===== src/rtl/axi_mem_pkg.sv =====
// Shared AXI burst/response types and the burst address generator.
// Optional WRAP support is compiled in with AXI_MEM_RESPONDER_WRAP_EN.
package axi_mem_pkg;

  localparam int unsigned AXI_MAX_AW = 64;

  typedef enum logic [1:0] {
    FIXED = 2'd0,
    INCR  = 2'd1,
    WRAP  = 2'd2
  } burst_e;

  typedef enum logic [1:0] {
    OKAY   = 2'd0,
    EXOKAY = 2'd1,
    SLVERR = 2'd2,
    DECERR = 2'd3
  } resp_e;

  // Address of the beat following addr; reserved type 3 steps like INCR.
  function automatic logic [AXI_MAX_AW-1:0] axi_next_addr(
    input logic [AXI_MAX_AW-1:0] addr,
    input logic [2:0]            size,
    input logic [7:0]            len,
    input logic [1:0]            burst
  );
    logic [AXI_MAX_AW-1:0] step;
    logic [AXI_MAX_AW-1:0] nxt;
`ifdef AXI_MEM_RESPONDER_WRAP_EN
    logic [AXI_MAX_AW-1:0] mask;
`else
    logic                  unused_len;
`endif
    step = AXI_MAX_AW'(1) << size;
    nxt  = addr + step;
`ifdef AXI_MEM_RESPONDER_WRAP_EN
    mask = ((AXI_MAX_AW'(len) + AXI_MAX_AW'(1)) << size) - AXI_MAX_AW'(1);
    if (burst == FIXED) begin
      nxt = addr;
    end else if ((burst == WRAP) &&
                 ((len == 8'd1) || (len == 8'd3) || (len == 8'd7) || (len == 8'd15))) begin
      nxt = (addr & ~mask) | ((addr + step) & mask);
    end
`else
    unused_len = ^len;
    if (burst == FIXED) begin
      nxt = addr;
    end
`endif
    return nxt;
  endfunction

endpackage


===== src/rtl/axi_bus.sv =====
// Generic AXI4 bus bundle with Master/Slave modports.
interface AXI_BUS #(
  parameter int unsigned AXI_ADDR_WIDTH = 32,
  parameter int unsigned AXI_DATA_WIDTH = 64,
  parameter int unsigned AXI_ID_WIDTH   = 4,
  parameter int unsigned AXI_USER_WIDTH = 1
);

  logic [AXI_ID_WIDTH-1:0]     aw_id;
  logic [AXI_ADDR_WIDTH-1:0]   aw_addr;
  logic [7:0]                  aw_len;
  logic [2:0]                  aw_size;
  logic [1:0]                  aw_burst;
  logic                        aw_lock;
  logic [3:0]                  aw_cache;
  logic [2:0]                  aw_prot;
  logic [3:0]                  aw_qos;
  logic [3:0]                  aw_region;
  logic [5:0]                  aw_atop;
  logic [AXI_USER_WIDTH-1:0]   aw_user;
  logic                        aw_valid;
  logic                        aw_ready;

  logic [AXI_DATA_WIDTH-1:0]   w_data;
  logic [AXI_DATA_WIDTH/8-1:0] w_strb;
  logic                        w_last;
  logic [AXI_USER_WIDTH-1:0]   w_user;
  logic                        w_valid;
  logic                        w_ready;

  logic [AXI_ID_WIDTH-1:0]     b_id;
  logic [1:0]                  b_resp;
  logic [AXI_USER_WIDTH-1:0]   b_user;
  logic                        b_valid;
  logic                        b_ready;

  logic [AXI_ID_WIDTH-1:0]     ar_id;
  logic [AXI_ADDR_WIDTH-1:0]   ar_addr;
  logic [7:0]                  ar_len;
  logic [2:0]                  ar_size;
  logic [1:0]                  ar_burst;
  logic                        ar_lock;
  logic [3:0]                  ar_cache;
  logic [2:0]                  ar_prot;
  logic [3:0]                  ar_qos;
  logic [3:0]                  ar_region;
  logic [AXI_USER_WIDTH-1:0]   ar_user;
  logic                        ar_valid;
  logic                        ar_ready;

  logic [AXI_ID_WIDTH-1:0]     r_id;
  logic [AXI_DATA_WIDTH-1:0]   r_data;
  logic [1:0]                  r_resp;
  logic                        r_last;
  logic [AXI_USER_WIDTH-1:0]   r_user;
  logic                        r_valid;
  logic                        r_ready;

  modport Master (
    output aw_id, aw_addr, aw_len, aw_size, aw_burst, aw_lock, aw_cache, aw_prot,
           aw_qos, aw_region, aw_atop, aw_user, aw_valid,
    input  aw_ready,
    output w_data, w_strb, w_last, w_user, w_valid,
    input  w_ready,
    input  b_id, b_resp, b_user, b_valid,
    output b_ready,
    output ar_id, ar_addr, ar_len, ar_size, ar_burst, ar_lock, ar_cache, ar_prot,
           ar_qos, ar_region, ar_user, ar_valid,
    input  ar_ready,
    input  r_id, r_data, r_resp, r_last, r_user, r_valid,
    output r_ready
  );

  modport Slave (
    input  aw_id, aw_addr, aw_len, aw_size, aw_burst, aw_lock, aw_cache, aw_prot,
           aw_qos, aw_region, aw_atop, aw_user, aw_valid,
    output aw_ready,
    input  w_data, w_strb, w_last, w_user, w_valid,
    output w_ready,
    output b_id, b_resp, b_user, b_valid,
    input  b_ready,
    input  ar_id, ar_addr, ar_len, ar_size, ar_burst, ar_lock, ar_cache, ar_prot,
           ar_qos, ar_region, ar_user, ar_valid,
    output ar_ready,
    output r_id, r_data, r_resp, r_last, r_user, r_valid,
    input  r_ready
  );

endinterface


===== src/rtl/axi_mem_rfifo.sv =====
// Two-entry read-data FIFO between the memory port and the R channel.
module axi_mem_rfifo #(
  parameter int unsigned DATA_WIDTH = 64
) (
  input  logic                  clk,
  input  logic                  rst,
  input  logic                  push,
  input  logic [DATA_WIDTH-1:0] push_data,
  input  logic                  pop,
  output logic [DATA_WIDTH-1:0] pop_data,
  output logic [1:0]            count
);

  logic [DATA_WIDTH-1:0] mem_q [2];
  logic [DATA_WIDTH-1:0] mem_d [2];
  logic                  wr_ptr_q, wr_ptr_d;
  logic                  rd_ptr_q, rd_ptr_d;
  logic [1:0]            count_q, count_d;
  logic                  do_push, do_pop;

  // Pointer/count update; a push into a full FIFO is accepted only alongside a pop.
  always_comb begin
    mem_d[0] = mem_q[0];
    mem_d[1] = mem_q[1];
    do_pop   = pop && (count_q != 2'd0);
    do_push  = push && ((count_q != 2'd2) || do_pop);
    wr_ptr_d = wr_ptr_q;
    rd_ptr_d = rd_ptr_q;
    count_d  = count_q;
    if (do_push) begin
      mem_d[wr_ptr_q] = push_data;
      wr_ptr_d        = ~wr_ptr_q;
    end
    if (do_pop) begin
      rd_ptr_d = ~rd_ptr_q;
    end
    case ({do_push, do_pop})
      2'b10:   count_d = count_q + 2'd1;
      2'b01:   count_d = count_q - 2'd1;
      default: count_d = count_q;
    endcase
  end

  // Storage and pointer registers.
  always_ff @(posedge clk or posedge rst) begin
    if (rst) begin
      for (int unsigned i = 0; i < 2; i++) begin
        mem_q[i] <= '0;
      end
      wr_ptr_q <= 1'b0;
      rd_ptr_q <= 1'b0;
      count_q  <= '0;
    end else begin
      for (int unsigned i = 0; i < 2; i++) begin
        mem_q[i] <= mem_d[i];
      end
      wr_ptr_q <= wr_ptr_d;
      rd_ptr_q <= rd_ptr_d;
      count_q  <= count_d;
    end
  end

  assign pop_data = mem_q[rd_ptr_q];
  assign count    = count_q;

endmodule


===== src/rtl/axi_mem_responder.sv =====
// AXI4 slave that serialises read/write bursts onto one synchronous memory port.
// WRAP bursts are honoured only when AXI_MEM_RESPONDER_WRAP_EN is defined.
module axi_mem_responder
  import axi_mem_pkg::*;
#(
  parameter int unsigned DATA_WIDTH     = 64,
  parameter int unsigned MEM_ADDR_WIDTH = 12
) (
  input  logic                      clk,
  input  logic                      rst,
  AXI_BUS.Slave                     master,
  output logic                      mem_req,
  output logic                      mem_we,
  output logic [MEM_ADDR_WIDTH-1:0] mem_addr,
  output logic [DATA_WIDTH-1:0]     mem_wdata,
  output logic [DATA_WIDTH/8-1:0]   mem_wstrb,
  input  logic [DATA_WIDTH-1:0]     mem_rdata
);

  localparam int unsigned AW  = $bits(master.aw_addr);
  localparam int unsigned IW  = $bits(master.aw_id);
  localparam int unsigned UW  = $bits(master.b_user);
  localparam int unsigned BW  = $bits(master.w_data);
  localparam int unsigned OFF = $clog2(DATA_WIDTH / 8);

  if (BW != DATA_WIDTH) begin : g_width_chk
    $fatal(1, "axi_mem_responder: bus data width differs from DATA_WIDTH");
  end
  if ((DATA_WIDTH < 8) || ((DATA_WIDTH & (DATA_WIDTH - 1)) != 0)) begin : g_pow2_chk
    $fatal(1, "axi_mem_responder: DATA_WIDTH must be a power of two >= 8");
  end
  if (AW > AXI_MAX_AW) begin : g_aw_chk
    $fatal(1, "axi_mem_responder: address width exceeds 64");
  end

  typedef enum logic [1:0] {
    IDLE  = 2'd0,
    WDATA = 2'd1,
    WRESP = 2'd2,
    RDATA = 2'd3
  } state_e;

  state_e          state_q, state_d;
  logic            prio_wr_q, prio_wr_d;
  logic            aw_ready_q, aw_ready_d;
  logic            ar_ready_q, ar_ready_d;
  logic [IW-1:0]   id_q, id_d;
  logic [AW-1:0]   addr_q, addr_d;
  logic [7:0]      len_q, len_d;
  logic [2:0]      size_q, size_d;
  logic [1:0]      burst_q, burst_d;
  logic [8:0]      beat_q, beat_d;
  logic [7:0]      rbeat_q, rbeat_d;
  logic            inflight_q, inflight_d;

  logic [AW-1:0]   acc_addr;
  logic            pop;
  logic [1:0]      fifo_count;
  logic [DATA_WIDTH-1:0] fifo_data;
  logic            unused_ok;

  axi_mem_rfifo #(.DATA_WIDTH(DATA_WIDTH)) u_rfifo (
    .clk       (clk),
    .rst       (rst),
    .push      (inflight_q),
    .push_data (mem_rdata),
    .pop       (pop),
    .pop_data  (fifo_data),
    .count     (fifo_count)
  );

  assign master.aw_ready = aw_ready_q;
  assign master.ar_ready = ar_ready_q;
  assign master.w_ready  = (state_q == WDATA);
  assign master.b_valid  = (state_q == WRESP);
  assign master.b_id     = id_q;
  assign master.b_resp   = OKAY;
  assign master.b_user   = '0;
  assign master.r_valid  = (fifo_count != 2'd0);
  assign master.r_data   = fifo_data;
  assign master.r_id     = id_q;
  assign master.r_resp   = OKAY;
  assign master.r_user   = '0;
  assign master.r_last   = master.r_valid && (rbeat_q == len_q);

  assign unused_ok = ^{master.aw_lock, master.aw_cache, master.aw_prot, master.aw_qos,
                       master.aw_region, master.aw_atop, master.aw_user,
                       master.ar_lock, master.ar_cache, master.ar_prot, master.ar_qos,
                       master.ar_region, master.ar_user, master.w_last, master.w_user};

  // Arbitration, burst sequencing and memory-port drive.
  // The first read beat is issued in the AR handshake cycle itself, straight from
  // the AR fields, so data reaches the R channel two cycles after the handshake.
  always_comb begin
    state_d    = state_q;
    prio_wr_d  = prio_wr_q;
    aw_ready_d = 1'b0;
    ar_ready_d = 1'b0;
    id_d       = id_q;
    addr_d     = addr_q;
    len_d      = len_q;
    size_d     = size_q;
    burst_d    = burst_q;
    beat_d     = beat_q;
    rbeat_d    = rbeat_q;
    inflight_d = 1'b0;
    acc_addr   = addr_q;
    pop        = 1'b0;
    mem_req    = 1'b0;
    mem_we     = 1'b0;
    mem_wdata  = '0;
    mem_wstrb  = '0;

    unique case (state_q)
      IDLE: begin
        if (ar_ready_q) begin
          if (master.ar_valid) begin
            id_d       = master.ar_id;
            len_d      = master.ar_len;
            size_d     = master.ar_size;
            burst_d    = master.ar_burst;
            acc_addr   = master.ar_addr;
            addr_d     = AW'(axi_next_addr(AXI_MAX_AW'(master.ar_addr), master.ar_size,
                                           master.ar_len, master.ar_burst));
            mem_req    = 1'b1;
            beat_d     = 9'd1;
            rbeat_d    = '0;
            inflight_d = 1'b1;
            state_d    = RDATA;
          end
        end else if (aw_ready_q) begin
          if (master.aw_valid) begin
            id_d    = master.aw_id;
            addr_d  = master.aw_addr;
            len_d   = master.aw_len;
            size_d  = master.aw_size;
            burst_d = master.aw_burst;
            beat_d  = '0;
            state_d = WDATA;
          end
        end else if (master.ar_valid && master.aw_valid) begin
          if (prio_wr_q) begin
            aw_ready_d = 1'b1;
          end else begin
            ar_ready_d = 1'b1;
          end
          prio_wr_d = ~prio_wr_q;
        end else if (master.ar_valid) begin
          ar_ready_d = 1'b1;
        end else if (master.aw_valid) begin
          aw_ready_d = 1'b1;
        end
      end

      WDATA: begin
        if (master.w_valid) begin
          mem_req   = 1'b1;
          mem_we    = 1'b1;
          mem_wdata = master.w_data;
          mem_wstrb = master.w_strb;
          addr_d    = AW'(axi_next_addr(AXI_MAX_AW'(addr_q), size_q, len_q, burst_q));
          beat_d    = beat_q + 9'd1;
          if (beat_q == {1'b0, len_q}) begin
            state_d = WRESP;
          end
        end
      end

      WRESP: begin
        if (master.b_ready) begin
          state_d = IDLE;
        end
      end

      RDATA: begin
        pop = master.r_valid && master.r_ready;
        if ((beat_q <= {1'b0, len_q}) &&
            (({1'b0, fifo_count} + {2'b00, inflight_q}) < (3'd2 + {2'b00, pop}))) begin
          mem_req    = 1'b1;
          addr_d     = AW'(axi_next_addr(AXI_MAX_AW'(addr_q), size_q, len_q, burst_q));
          beat_d     = beat_q + 9'd1;
          inflight_d = 1'b1;
        end
        if (pop) begin
          rbeat_d = rbeat_q + 8'd1;
          if (rbeat_q == len_q) begin
            state_d = IDLE;
          end
        end
      end

      default: state_d = IDLE;
    endcase

    mem_addr = MEM_ADDR_WIDTH'(acc_addr >> OFF);
  end

  // State and burst-context registers.
  always_ff @(posedge clk or posedge rst) begin
    if (rst) begin
      state_q    <= IDLE;
      prio_wr_q  <= 1'b0;
      aw_ready_q <= 1'b0;
      ar_ready_q <= 1'b0;
      id_q       <= '0;
      addr_q     <= '0;
      len_q      <= '0;
      size_q     <= '0;
      burst_q    <= '0;
      beat_q     <= '0;
      rbeat_q    <= '0;
      inflight_q <= 1'b0;
    end else begin
      state_q    <= state_d;
      prio_wr_q  <= prio_wr_d;
      aw_ready_q <= aw_ready_d;
      ar_ready_q <= ar_ready_d;
      id_q       <= id_d;
      addr_q     <= addr_d;
      len_q      <= len_d;
      size_q     <= size_d;
      burst_q    <= burst_d;
      beat_q     <= beat_d;
      rbeat_q    <= rbeat_d;
      inflight_q <= inflight_d;
    end
  end

endmodule


===== src/flat_wrapper.sv =====
// flat-port wrapper written by rule: the top's interface ports become plain ports
module axi_mem_responder_flat import axi_mem_pkg::*;
#(
  parameter int unsigned DATA_WIDTH     = 64,
  parameter int unsigned MEM_ADDR_WIDTH = 12
)
  (clk, rst, mem_req, mem_we, mem_addr, mem_wdata, mem_wstrb, mem_rdata, master_aw_id, master_aw_addr, master_aw_len, master_aw_size, master_aw_burst, master_aw_lock, master_aw_cache, master_aw_prot, master_aw_qos, master_aw_region, master_aw_atop, master_aw_user, master_aw_valid, master_aw_ready, master_w_data, master_w_strb, master_w_last, master_w_user, master_w_valid, master_w_ready, master_b_id, master_b_resp, master_b_user, master_b_valid, master_b_ready, master_ar_id, master_ar_addr, master_ar_len, master_ar_size, master_ar_burst, master_ar_lock, master_ar_cache, master_ar_prot, master_ar_qos, master_ar_region, master_ar_user, master_ar_valid, master_ar_ready, master_r_id, master_r_data, master_r_resp, master_r_last, master_r_user, master_r_valid, master_r_ready);
  AXI_BUS #(.AXI_ADDR_WIDTH(32), .AXI_DATA_WIDTH((64)), .AXI_ID_WIDTH(4), .AXI_USER_WIDTH(1)) master_i ();
  input  logic clk;
  input  logic rst;
  output logic mem_req;
  output logic mem_we;
  output logic [MEM_ADDR_WIDTH-1:0] mem_addr;
  output logic [DATA_WIDTH-1:0] mem_wdata;
  output logic [DATA_WIDTH/8-1:0] mem_wstrb;
  input  logic [DATA_WIDTH-1:0] mem_rdata;
  input wire logic [$bits(master_i.aw_id)-1:0] master_aw_id;
  input wire logic [$bits(master_i.aw_addr)-1:0] master_aw_addr;
  input wire logic [$bits(master_i.aw_len)-1:0] master_aw_len;
  input wire logic [$bits(master_i.aw_size)-1:0] master_aw_size;
  input wire logic [$bits(master_i.aw_burst)-1:0] master_aw_burst;
  input wire logic [$bits(master_i.aw_lock)-1:0] master_aw_lock;
  input wire logic [$bits(master_i.aw_cache)-1:0] master_aw_cache;
  input wire logic [$bits(master_i.aw_prot)-1:0] master_aw_prot;
  input wire logic [$bits(master_i.aw_qos)-1:0] master_aw_qos;
  input wire logic [$bits(master_i.aw_region)-1:0] master_aw_region;
  input wire logic [$bits(master_i.aw_atop)-1:0] master_aw_atop;
  input wire logic [$bits(master_i.aw_user)-1:0] master_aw_user;
  input wire logic [$bits(master_i.aw_valid)-1:0] master_aw_valid;
  output wire logic [$bits(master_i.aw_ready)-1:0] master_aw_ready;
  input wire logic [$bits(master_i.w_data)-1:0] master_w_data;
  input wire logic [$bits(master_i.w_strb)-1:0] master_w_strb;
  input wire logic [$bits(master_i.w_last)-1:0] master_w_last;
  input wire logic [$bits(master_i.w_user)-1:0] master_w_user;
  input wire logic [$bits(master_i.w_valid)-1:0] master_w_valid;
  output wire logic [$bits(master_i.w_ready)-1:0] master_w_ready;
  output wire logic [$bits(master_i.b_id)-1:0] master_b_id;
  output wire logic [$bits(master_i.b_resp)-1:0] master_b_resp;
  output wire logic [$bits(master_i.b_user)-1:0] master_b_user;
  output wire logic [$bits(master_i.b_valid)-1:0] master_b_valid;
  input wire logic [$bits(master_i.b_ready)-1:0] master_b_ready;
  input wire logic [$bits(master_i.ar_id)-1:0] master_ar_id;
  input wire logic [$bits(master_i.ar_addr)-1:0] master_ar_addr;
  input wire logic [$bits(master_i.ar_len)-1:0] master_ar_len;
  input wire logic [$bits(master_i.ar_size)-1:0] master_ar_size;
  input wire logic [$bits(master_i.ar_burst)-1:0] master_ar_burst;
  input wire logic [$bits(master_i.ar_lock)-1:0] master_ar_lock;
  input wire logic [$bits(master_i.ar_cache)-1:0] master_ar_cache;
  input wire logic [$bits(master_i.ar_prot)-1:0] master_ar_prot;
  input wire logic [$bits(master_i.ar_qos)-1:0] master_ar_qos;
  input wire logic [$bits(master_i.ar_region)-1:0] master_ar_region;
  input wire logic [$bits(master_i.ar_user)-1:0] master_ar_user;
  input wire logic [$bits(master_i.ar_valid)-1:0] master_ar_valid;
  output wire logic [$bits(master_i.ar_ready)-1:0] master_ar_ready;
  output wire logic [$bits(master_i.r_id)-1:0] master_r_id;
  output wire logic [$bits(master_i.r_data)-1:0] master_r_data;
  output wire logic [$bits(master_i.r_resp)-1:0] master_r_resp;
  output wire logic [$bits(master_i.r_last)-1:0] master_r_last;
  output wire logic [$bits(master_i.r_user)-1:0] master_r_user;
  output wire logic [$bits(master_i.r_valid)-1:0] master_r_valid;
  input wire logic [$bits(master_i.r_ready)-1:0] master_r_ready;
  assign master_i.aw_id = master_aw_id;
  assign master_i.aw_addr = master_aw_addr;
  assign master_i.aw_len = master_aw_len;
  assign master_i.aw_size = master_aw_size;
  assign master_i.aw_burst = master_aw_burst;
  assign master_i.aw_lock = master_aw_lock;
  assign master_i.aw_cache = master_aw_cache;
  assign master_i.aw_prot = master_aw_prot;
  assign master_i.aw_qos = master_aw_qos;
  assign master_i.aw_region = master_aw_region;
  assign master_i.aw_atop = master_aw_atop;
  assign master_i.aw_user = master_aw_user;
  assign master_i.aw_valid = master_aw_valid;
  assign master_aw_ready = master_i.aw_ready;
  assign master_i.w_data = master_w_data;
  assign master_i.w_strb = master_w_strb;
  assign master_i.w_last = master_w_last;
  assign master_i.w_user = master_w_user;
  assign master_i.w_valid = master_w_valid;
  assign master_w_ready = master_i.w_ready;
  assign master_b_id = master_i.b_id;
  assign master_b_resp = master_i.b_resp;
  assign master_b_user = master_i.b_user;
  assign master_b_valid = master_i.b_valid;
  assign master_i.b_ready = master_b_ready;
  assign master_i.ar_id = master_ar_id;
  assign master_i.ar_addr = master_ar_addr;
  assign master_i.ar_len = master_ar_len;
  assign master_i.ar_size = master_ar_size;
  assign master_i.ar_burst = master_ar_burst;
  assign master_i.ar_lock = master_ar_lock;
  assign master_i.ar_cache = master_ar_cache;
  assign master_i.ar_prot = master_ar_prot;
  assign master_i.ar_qos = master_ar_qos;
  assign master_i.ar_region = master_ar_region;
  assign master_i.ar_user = master_ar_user;
  assign master_i.ar_valid = master_ar_valid;
  assign master_ar_ready = master_i.ar_ready;
  assign master_r_id = master_i.r_id;
  assign master_r_data = master_i.r_data;
  assign master_r_resp = master_i.r_resp;
  assign master_r_last = master_i.r_last;
  assign master_r_user = master_i.r_user;
  assign master_r_valid = master_i.r_valid;
  assign master_i.r_ready = master_r_ready;
  axi_mem_responder #(.DATA_WIDTH(DATA_WIDTH), .MEM_ADDR_WIDTH(MEM_ADDR_WIDTH)) u_core (.clk(clk), .rst(rst), .master(master_i), .mem_req(mem_req), .mem_we(mem_we), .mem_addr(mem_addr), .mem_wdata(mem_wdata), .mem_wstrb(mem_wstrb), .mem_rdata(mem_rdata));
endmodule

===== config.mk =====
export PLATFORM = sky130hd
export DESIGN_NAME = axi_mem_responder_flat
export DESIGN_NICKNAME = d
export VERILOG_FILES = /design/src/rtl/axi_mem_pkg.sv /design/src/rtl/axi_bus.sv /design/src/rtl/axi_mem_rfifo.sv /design/src/rtl/axi_mem_responder.sv /design/src/flat_wrapper.sv
export SDC_FILE = /design/constraint.sdc
export NUM_CORES = 1
export LEC_CHECK = 0
export ABC_AREA = 1
export BUFFER_PORTS_ARGS = -buffer_cell sky130_fd_sc_hd__buf_2
export CORE_AREA = 2 2 178 180
export DETAILED_ROUTE_END_ITERATION = 12
export DIE_AREA = 0 0 180 182
export GPL_ROUTABILITY_DRIVEN = 0
export SLEW_MARGIN = 30
export SYNTH_ARGS = -nofsm -noshare
export SYNTH_HDL_FRONTEND = slang
export SYNTH_HIERARCHICAL = 1
export SYNTH_SLANG_ARGS = --single-unit

===== constraint.sdc =====
create_clock -name clk -period 6.45 [get_ports clk]
set_clock_uncertainty 0.15 [all_clocks]
set_input_delay 0.9675 -clock clk [delete_from_list [all_inputs] [get_ports clk]]
set_output_delay 0.9675 -clock clk [all_outputs]
set_load 0.05 [all_outputs]

==> impl_metrics.toml <==
[synthesis]
ys_seq_elements = 187
postSynthCellCount = 1639
synth_edf_count = 0
synth_flop_cell = "dfrtp_1"
syn_area_mm2 = 0.01146
yosys_warnings = 6
synth_cell_type_count = 47
synthArstFlopShare_pct = 100.0
avgSynthCellArea_um2 = 6.993
ys_seq_area_share_pct = 40.83

[power]
peakVddDrop_mv = 0.2363
p_leak_nw = 7.891
powerDensity_mw_per_mm2 = 516.8

[finish]
final_common_cell = "nand2_1"
final_area_mm2 = 0.01399
final_cell_mix = "nand2_1 (517), buf_2 (370), inv_1 (215), dfrtp_1 (186), o21ai_0 (175)"
fill_cells = 3193
area_delta_synth_final_pct = 22.07
layout-drive-gt1-share_pct = 22.61
nNetsFinal = 2272
fin_util_pct = 45.15
antenna_cells = 0

[setup_path]
cp-start-kind = "flip-flop"
max_stage_delay_ps = 920
criticalPathCategory = "flip-flop to output pin"
end_kind = "output pin"
path_cells = "buf_4, nand2_1, o21ai_0, buf_2"
critPathBufInv = 2
critPathMaxFanout = 80
crit_slowest_cell = "dfrtp_4"
cpLargestDelayFamily = "flip-flops"
cp.required_ps = 5330
crit_arrival_ps = 2540

[floorplanning]
die_x_um = 180
fp-row-count = 65
design.core.area_mm2 = 0.03099
start_util_pct = 36.99
dieArea_mm2 = 0.03276
dieHeight_um = 182
pin_count = 453

[placement]
io_buffers = 370
post_dp_cell_area_mm2 = 0.01342
dp_hpwl_um = 22870

[clock_tree]
hold_buffers = 0
cts.path.max_buffers = 2
clockRootBuffer = "clkbuf_16"
cts_tree = "built"
cts_setup_buffers = 0
cts_resized = 0
h-tree-depth = 4
clk-insertion-delay-late_ps = 430
path_clk_slew_ps = 70
clock_sinks = 187
cts_buffers = 17

[sta]
min_period_ps = 3655
relSlewSlack_pct = 46.86
finalHoldViolCount = 0
post-route-period-util_pct = 56.67
rsz0062_at_grt = "no"
tightest_slew_ps = 796.2
setup_violations = 0
slew_viol_final = 0
fin_setup_tns_ps = 0
hold_slack_ps = 342.0
max_freq_mhz = 273.6

[global_routing]
globalRouteTotalUtil_pct = 19.31
grt_max_degree = 129
antenna_found_initial = 0
grt_pass1_wl_um = 52290
first_global_vias = 10390
grt_overflow = 0

[drt]
drc_errors = 0
vias = 11250
post_drt_wl_per_cell_um = 13.64
drt.antenna.violating_nets = 0
first_pass_iters = 5
wl_um = 32340
drtIter0Drc = 797
vias_per_cell = 4.749

[hold_path]
hold_path_class = "flip-flop to flip-flop"

[outcome]
status = "complete, no violations"

[job]
max_cap_viol_count = 0
==> through the flow <==
stage	cells	total power, mW	setup WS [ps]
global placement	2338	6.156	2844
detailed placement	2338	6.221	2803
floorplan	1644	5.251	1806
finish	2370	7.231	2795
global route	2370	7.788	2631
CTS	2370	7.302	2781
==> sequential cells by signal, indices dropped and copies added, names as in the netlist <==
name / count
u_core/beat_q: 9
u_core/u_rfifo/rd_ptr_q: 1
u_core/master.aw_ready: 1
u_core/state_q: 2
u_core/rbeat_q: 8
u_core/u_rfifo/mem_q: 128
u_core/len_q: 8
u_core/addr_q: 15
u_core/master.b_id: 4
u_core/inflight_q: 1
u_core/prio_wr_q: 1
u_core/master.ar_ready: 1
u_core/size_q: 3
u_core/burst_q: 2
u_core/u_rfifo/wr_ptr_q: 1
u_core/u_rfifo/count: 2
==> path summary, 6_finish.rpt <==
kind / start / end / slack (ps) / cells after the start
max: u_core/u_rfifo/rd_ptr_q$_DFFE_PP0N_ / master_r_data[20] / 2790 / 4
min: u_core/addr_q[2]$_DFFE_PP0P_ / u_core/addr_q[2]$_DFFE_PP0P_ / 340 / 2
max reg2reg: u_core/state_q[0]$_DFFE_PP0P_ / u_core/u_rfifo/mem_q[29]$_DFFE_PP0P_ / 3030 / 9
min reg2reg: u_core/addr_q[2]$_DFFE_PP0P_ / u_core/addr_q[2]$_DFFE_PP0P_ / 340 / 2
max in group asynchronous: rst / u_core/u_rfifo/mem_q[67]$_DFFE_PP0P_ / 4620 / 3
min in group asynchronous: rst / u_core/u_rfifo/mem_q[26]$_DFFE_PP0P_ / 430 / 2
==> power by group <==
group          switching (mW)  internal (mW)  total (mW)
sequential              0.354           1.69        2.04
combinational            3.14           1.01        4.14
clock                   0.527          0.520        1.05
==> final cells by class <==
class,instances,area (um^2),area share (%)
timing repair buffer,380,1939,13.86
sequential,187,4683,33.47
clock inverter,14,146.4,1.046
inverter,224,843.3,6.028
clock buffer,18,429.2,3.067
multi-input combinational,1145,5446,38.93
tap,402,503.0,3.595
==> worst register-to-register path: cells and delay by family (launching register included) <==
kind | cells | cell delay [ps]
buffers and inverters | 2 | 780
flip-flops | 1 | 410
adder cells (fa/ha/maj) | 1 | 340
AND/OR/NAND/NOR | 6 | 1690
==> cells in the mapped netlist, types with 9 or more instances <==
cell      instances  area (um^2)
nand2_1         518         1944
inv_1           217        814.5
dfrtp_1         187         4679
o21ai_0         175        875.8
nor2_1          150        563.0
nand3_1          62        310.3
o21ai_1          56        280.3
clkbuf_1         32        120.1
ha_1             32        400.4
a21oi_1          29        145.1
nor3_1           24        120.1
buf_4            19        142.6
xor2_1           16        140.1
buf_6            13        146.4
a31oi_1          12        75.07
buf_2            12        60.06
nand4_1           9        56.30
==> cell families after synthesis <==
kind of cell	count (synthesis)	share of synthesized area [%]
and+or+nand+nor	788	28.08
muxes	2	0.1965
AOI/OAI and AO/OA	293	13.46
xor gates and xnor gates	22	1.681
DFF	187	40.83
buffers and inverters	312	11.88
other	1	0.03272
adders and majority gates	34	3.843
==> routing by layer <==
layer  GRT usage [%]  part of all wire [%]  wire [um]  vias to the layer above
met5               0                     0          0                        -
met2           30.44                    45      14510                      301
li1                -                     -          -                     5756
met3           2.708                   5.2       1669                       12
met4           3.870                  0.52        169                        0
met1           28.30                    49      15980                     5185
(Power assumes the default switching activity.)
